File: src/rtl/stopwatch_ctrl_if.sv
// Command/status bundle between the button front end and the stopwatch
// controller. The master side issues single-cycle command pulses; the slave
// side returns the packed BCD display value and status flags.
interface stopwatch_ctrl_if #(
  parameter int NDIG = 4
);
  logic              start_stop;
  logic              clear;
  logic              lap;
  logic [4*NDIG-1:0] digits;
  logic              running;
  logic              overflow;

  modport master (
    output start_stop, clear, lap,
    input  digits, running, overflow
  );

  modport slave (
    input  start_stop, clear, lap,
    output digits, running, overflow
  );
endinterface

File: src/rtl/stopwatch_ctrl.sv
// Start/stop/lap stopwatch controller: prescaler, cascaded BCD digit chain
// with single-cycle ripple carry, and a four-state mode FSM.
// Optional build macro STOPWATCH_AUTOCLR_EN: a start from IDLE, or a resume
// from PAUSE after an overflow, restarts the count from zero.
module stopwatch_ctrl #(
  parameter int TICK_DIV = 100000,
  parameter int NDIG     = 4
) (
  input  logic            clk,
  input  logic            rst,
  stopwatch_ctrl_if.slave bus
);

  localparam int DW = 4 * NDIG;
  localparam int PW = $clog2(TICK_DIV);
  localparam logic [PW-1:0] PRESC_LAST = PW'(TICK_DIV - 1);

  typedef enum logic [1:0] {
    ST_IDLE  = 2'd0,
    ST_RUN   = 2'd1,
    ST_PAUSE = 2'd2,
    ST_LAP   = 2'd3
  } state_e;

  state_e          state_q, state_d;
  logic [PW-1:0]   presc_q, presc_d;
  logic [DW-1:0]   live_q, live_d;
  logic [DW-1:0]   lap_q, lap_d;
  logic [DW-1:0]   digits_q, digits_d;
  logic            running_q, running_d;
  logic            ovf_q, ovf_d;

  logic            cmd_clr_s, cmd_ss_s, cmd_lap_s;
  logic            counting_s, tick_s, wrap_s;
  logic            zero_s, capture_s;
  logic [DW-1:0]   live_inc_s;

  // Increment the whole digit chain by one; a 9 rolls to 0 and carries,
  // an out-of-range digit is forced to 0 and absorbs the carry.
  function automatic logic [DW-1:0] bcd_chain_inc(input logic [DW-1:0] v);
    logic [DW-1:0] r;
    logic          carry;
    r     = v;
    carry = 1'b1;
    for (int k = 0; k < NDIG; k++) begin
      if (carry) begin
        if (v[4*k +: 4] == 4'd9) begin
          r[4*k +: 4] = 4'd0;
          carry       = 1'b1;
        end else if (v[4*k +: 4] > 4'd9) begin
          r[4*k +: 4] = 4'd0;
          carry       = 1'b0;
        end else begin
          r[4*k +: 4] = v[4*k +: 4] + 4'd1;
          carry       = 1'b0;
        end
      end else begin
        r[4*k +: 4] = v[4*k +: 4];
      end
    end
    return r;
  endfunction

  // True when every digit of the chain holds 9.
  function automatic logic bcd_all_nines(input logic [DW-1:0] v);
    logic all9;
    all9 = 1'b1;
    for (int k = 0; k < NDIG; k++) begin
      if (v[4*k +: 4] != 4'd9) begin
        all9 = 1'b0;
      end else begin
        all9 = all9;
      end
    end
    return all9;
  endfunction

  // Resolve simultaneous command pulses: clear beats start_stop beats lap.
  always_comb begin
    cmd_clr_s = bus.clear;
    cmd_ss_s  = bus.start_stop & ~bus.clear;
    cmd_lap_s = bus.lap & ~bus.start_stop & ~bus.clear;
  end

  // Count tick: last prescaler step while the clock is running.
  always_comb begin
    counting_s = (state_q == ST_RUN) || (state_q == ST_LAP);
    tick_s     = counting_s && (presc_q == PRESC_LAST);
    live_inc_s = bcd_chain_inc(live_q);
    wrap_s     = tick_s && bcd_all_nines(live_q);
  end

  // Mode FSM next state plus the zero/capture strobes it raises.
  always_comb begin
    state_d   = state_q;
    zero_s    = 1'b0;
    capture_s = 1'b0;
    case (state_q)
      ST_IDLE: begin
        if (cmd_ss_s) begin
          state_d = ST_RUN;
`ifdef STOPWATCH_AUTOCLR_EN
          zero_s  = 1'b1;
`else
          zero_s  = 1'b0;
`endif
        end else begin
          state_d = ST_IDLE;
        end
      end
      ST_RUN: begin
        if (cmd_ss_s) begin
          state_d = ST_PAUSE;
        end else if (cmd_lap_s) begin
          state_d   = ST_LAP;
          capture_s = 1'b1;
        end else begin
          state_d = ST_RUN;
        end
      end
      ST_LAP: begin
        if (cmd_ss_s) begin
          state_d = ST_PAUSE;
        end else if (cmd_lap_s) begin
          state_d = ST_RUN;
        end else begin
          state_d = ST_LAP;
        end
      end
      ST_PAUSE: begin
        if (cmd_clr_s) begin
          state_d = ST_IDLE;
          zero_s  = 1'b1;
        end else if (cmd_ss_s) begin
          state_d = ST_RUN;
`ifdef STOPWATCH_AUTOCLR_EN
          zero_s  = ovf_q;
`else
          zero_s  = 1'b0;
`endif
        end else begin
          state_d = ST_PAUSE;
        end
      end
      default: begin
        state_d = ST_IDLE;
      end
    endcase
  end

  // Datapath next values: prescaler, live digits, lap latch, flags, display.
  always_comb begin
    presc_d = presc_q;
    live_d  = live_q;
    ovf_d   = ovf_q;
    lap_d   = lap_q;
    if (zero_s) begin
      presc_d = {PW{1'b0}};
      live_d  = {DW{1'b0}};
      ovf_d   = 1'b0;
    end else if (counting_s) begin
      if (tick_s) begin
        presc_d = {PW{1'b0}};
        live_d  = live_inc_s;
        ovf_d   = ovf_q | wrap_s;
      end else begin
        presc_d = presc_q + PW'(1);
      end
    end else begin
      presc_d = presc_q;
    end
    if (capture_s) begin
      lap_d = live_q;
    end else begin
      lap_d = lap_q;
    end
    if (state_d == ST_LAP) begin
      digits_d = lap_d;
    end else begin
      digits_d = live_d;
    end
    running_d = (state_d == ST_RUN) || (state_d == ST_LAP);
  end

  // State and output registers, cleared asynchronously by rst low.
  always_ff @(posedge clk or negedge rst) begin
    if (!rst) begin
      state_q   <= ST_IDLE;
      presc_q   <= {PW{1'b0}};
      live_q    <= {DW{1'b0}};
      lap_q     <= {DW{1'b0}};
      digits_q  <= {DW{1'b0}};
      running_q <= 1'b0;
      ovf_q     <= 1'b0;
    end else begin
      state_q   <= state_d;
      presc_q   <= presc_d;
      live_q    <= live_d;
      lap_q     <= lap_d;
      digits_q  <= digits_d;
      running_q <= running_d;
      ovf_q     <= ovf_d;
    end
  end

  assign bus.digits   = digits_q;
  assign bus.running  = running_q;
  assign bus.overflow = ovf_q;

endmodule

File: src/flat_wrapper.sv
// flat-port wrapper written by rule: the top's interface ports become plain ports
module stopwatch_ctrl_flat 
#(
  parameter int TICK_DIV = 100000,
  parameter int NDIG     = 4
)
  (clk, rst, bus_start_stop, bus_clear, bus_lap, bus_digits, bus_running, bus_overflow);
  stopwatch_ctrl_if #(.NDIG(NDIG)) bus_i ();
  input  logic clk;
  input  logic rst;
  input wire logic [$bits(bus_i.start_stop)-1:0] bus_start_stop;
  input wire logic [$bits(bus_i.clear)-1:0] bus_clear;
  input wire logic [$bits(bus_i.lap)-1:0] bus_lap;
  output wire logic [$bits(bus_i.digits)-1:0] bus_digits;
  output wire logic [$bits(bus_i.running)-1:0] bus_running;
  output wire logic [$bits(bus_i.overflow)-1:0] bus_overflow;
  assign bus_i.start_stop = bus_start_stop;
  assign bus_i.clear = bus_clear;
  assign bus_i.lap = bus_lap;
  assign bus_digits = bus_i.digits;
  assign bus_running = bus_i.running;
  assign bus_overflow = bus_i.overflow;
  stopwatch_ctrl #(.TICK_DIV(TICK_DIV), .NDIG(NDIG)) u_core (.clk(clk), .rst(rst), .bus(bus_i));
endmodule
File: config.mk
export PLATFORM = sky130hd
export DESIGN_NAME = stopwatch_ctrl_flat
export DESIGN_NICKNAME = d
export VERILOG_FILES = /design/src/rtl/stopwatch_ctrl_if.sv /design/src/rtl/stopwatch_ctrl.sv /design/src/flat_wrapper.sv
export SDC_FILE = /design/constraint.sdc
export NUM_CORES = 1
export LEC_CHECK = 0
export ABC_AREA = 0
export CORE_MARGIN = 10
export CORE_UTILIZATION = 50
export DETAILED_ROUTE_END_ITERATION = 10
export PLACE_DENSITY = 0.77
export SLEW_MARGIN = 20
export SYNTH_ARGS = -nofsm -noshare
export SYNTH_HDL_FRONTEND = slang
export SYNTH_SLANG_ARGS = --single-unit
File: constraint.sdc
create_clock -name clk -period 2.4 [get_ports clk]
set_input_delay 0.6 -clock clk [delete_from_list [all_inputs] [get_ports clk]]
set_output_delay 0.6 -clock clk [all_outputs]
set_load 0.05 [all_outputs]
==> reports/qor.yml <==
final-max-slew-violation-count: 0
syn-num-nets: 339
gr-total-overflow: 0
synthCells: 321
vias_per_cell: 5.65
synthAdderAreaFrac: 0.0485
path_max_fanout: 6
die_y_um: 102
io_buffers: 22
antenna_found_initial: 0
syn_area_per_cell_sq_um: 10.4
dp.cells: 431
outcome: "finished clean"
cts_sinks: 68
worstSkewPairLatency_ns: 0.34
clock.fmax_mhz: 451
htreeDepth: 3
yosys.area.top_type: "dfrtp_1"
synthXorXnorAreaFrac: 0.0418
crit_arrival_ns: 2.47
design.core.area_sq_um: 6420
intPower_uw: 3040
hpwl_mm: 5.17
tightestPinTransition_ns: 0.545
r2r_cells: 7
swShare: 0.377
yosysWarnings: 0
synth_top_family_by_area: "simple AND/OR/NAND/NOR gates"
drc: 0
finClkSkew_ns: 0.00820
layout-drive-gt1-share: 0.181
synth_top_area_frac: 0.507
fp-row-count: 29
synth-seq-cells: 68
nFillCells: 484
async_reset_ff_frac: 1.00
synth-compound-area-share: 0.0914
netlist_area_sq_um: 3350
grt_pass1_wl_mm: 12.2
hold_viol: 0
power_density_nw_per_um2: 1200
numCtsBuffers: 9
yosysSeqAreaShare: 0.507
endpoint_kind: "flip-flop"
io_pins: 23
die_x_um: 102
synth_ff_type: "dfrtp_1"
p_switching_uw: 1840
detail-route-antenna-nets: 0
slew_headroom: 0.637
synthTopCellsByArea: "dfrtp_1 51%, mux2_2 6.0%, ha_1 4.9%"
wl_per_cell_um: 15.8
vias: 2525
wl_mm: 7.07
die_area_sq_um: 10400
layout.nets: 383
path_class: "flip-flop to flip-flop"
clockRootBuffer: "clkbuf_8"
p_leak_uw: 0.00192
cts_tree: "built"
post_cts_buffers: 0
r2r_slack_ns: 0.18
ir_worst_vdd_mv: 0.656
min_path_type: "primary input to async pin"
synth_cell_types: 50
finalCriticalPeriod_ns: 2.22
combPwrFrac: 0.372
final_cells: 447
seq_power_share: 0.370
routabilityCongestion: 0.885
clk_pin_slew_ns: 0.08
p_clk_frac: 0.258
fin_total_pwr_uw: 4870
reg2reg_from: "u_core.live_q[1]$_DFF_PN0_"
antennaDiodeCount: 0
first_pass_iters: 4
drt_iter0_drc: 107
setup_tns_ns: 0
setup_viol: 0
start_util: 0.522
required_ns: 2.65
first_global_vias: 2509
synth-simple-area-share: 0.207
synth_edf_count: 0
min_period_over_period: 0.924
syn_to_final_growth_pct: 21.4
cap_viol_max_count: 0
grt_max_degree: 30
grt.total_usage: 0.148
cp-start-kind: "flip-flop"
clock_path_buffers: 2
r2r_end: "u_core.bus.digits[10]$_DFF_PN0_"
rsz0062_at_grt: "no"
synthMuxAreaShare: 0.0769
-- worst max-delay path: stages, from the launching register on --
cell	delay, ns
dfrtp_1	0.42
inv_1	0.11
ha_1	0.17
and3b_1	0.20
nand4b_2	0.19
or3_1	0.51
o31a_1	0.33
o21ai_0	0.19
-- flip-flops by register name, summed over array words and instances, names as in the netlist --
signal / count
u_core.live_q: 16
u_core.state_q: 2
u_core.bus.digits: 16
u_core.lap_q: 16
u_core.bus.overflow: 1
u_core.presc_q: 17
-- kinds of logic after synthesis --
| family | count (synthesis) |
|---|---|
| AO/OA/AOI/OAI | 46 |
| multiplexers | 23 |
| adder cells (fa/ha/maj) | 13 |
| flip-flops | 68 |
| XOR/XNOR | 16 |
| buffers and inverters | 21 |
| AND/OR/NAND/NOR | 134 |
-- power groups by stage --
stage	clock network (uW)	registers, uW	logic (uW)
2_1_floorplan	0	2170	844
5_1_grt	1330	1860	2000
3_3_place_gp	0	1800	1760
6_report	1260	1800	1810
4_1_cts	1280	1800	1830
3_5_place_dp	0	1820	1820
-- layout by cell type, fill, tap and decap left out, drive strengths merged, types with 4 or more instances in the layout --
master	instances
dfrtp	68
nor2	41
nand2	37
buf	21
clkdlybuf4s50	20
mux2	19
o21ai	14
nand3	13
ha	13
inv	12
xor2	11
clkbuf	10
a21oi	7
o31ai	7
nand4	7
and2	7
xnor2	5
nor4	5
mux2i	4
nor3	4
bufinv	4
-- per-stage QoR --
| stage | instance area, sq um | hold slack [ns] | setup slack [ns] | util |
|---|---|---|---|---|
| 2_1_floorplan | 3350 | 0.304 | 0.0762 | - |
| 3_3_place_gp | 3790 | 0.477 | 0.0823 | 0.591 |
| 5_1_grt | 4070 | 0.250 | 0.0352 | 0.634 |
| 6_report | 4070 | 0.231 | 0.183 | 0.634 |
| 3_5_place_dp | 3790 | 0.480 | 0.0617 | 0.591 |
| 4_1_cts | 4070 | 0.236 | 0.00948 | 0.633 |
-- metal layers --
metal | routed length, um | track usage | up-vias
li1 | - | - | 1214
met1 | 3250 | 0.195 | 1249
met2 | 3390 | 0.229 | 50
met3 | 299 | 0.0297 | 12
met4 | 136 | 0.0770 | 0
met5 | 0 | 0 | -
-- cells in the mapped netlist, drive strengths merged (11+ instances only) --
cell type / n
nand3: 13
dfrtp: 68
inv: 12
xor2: 11
ha: 13
mux2: 19
o21ai: 14
nor2: 41
nand2: 37
-- worst max path at each step --
stage                                           start                               to  cells past startpoint
after floorplan           u_core.state_q[0]$_DFF_PN0_  u_core.bus.digits[13]$_DFF_PN0_                      7
after global placement                 bus_start_stop  u_core.bus.digits[15]$_DFF_PN0_                      7
after detailed placement               bus_start_stop  u_core.bus.digits[15]$_DFF_PN0_                      7
after CTS                 u_core.state_q[0]$_DFF_PN0_                      bus_running                      1
after global routing       u_core.live_q[1]$_DFF_PN0_  u_core.bus.digits[10]$_DFF_PN0_                      7
final                      u_core.live_q[1]$_DFF_PN0_  u_core.bus.digits[10]$_DFF_PN0_                      7
-- what timing repair did --
action | in CTS | in global routing
resized for setup | 0 | 1
endpoints found under the setup margin | 0 | 2
hold buffers | 0 | 0
-- area by class of cell --
| cell class | instances | area (sq um) | share of cell area |
|---|---|---|---|
| flip-flops and latches | 68 | 1700 | 0.418 |
| multi-input cells | 232 | 1560 | 0.384 |
| well taps | 77 | 96.3 | 0.0237 |
| repair buffers | 42 | 393 | 0.0965 |
| clock buffers | 10 | 138 | 0.0338 |
| clock inverters | 6 | 135 | 0.0332 |
| inverters | 12 | 45.0 | 0.0111 |
(Power assumes the default switching activity.)
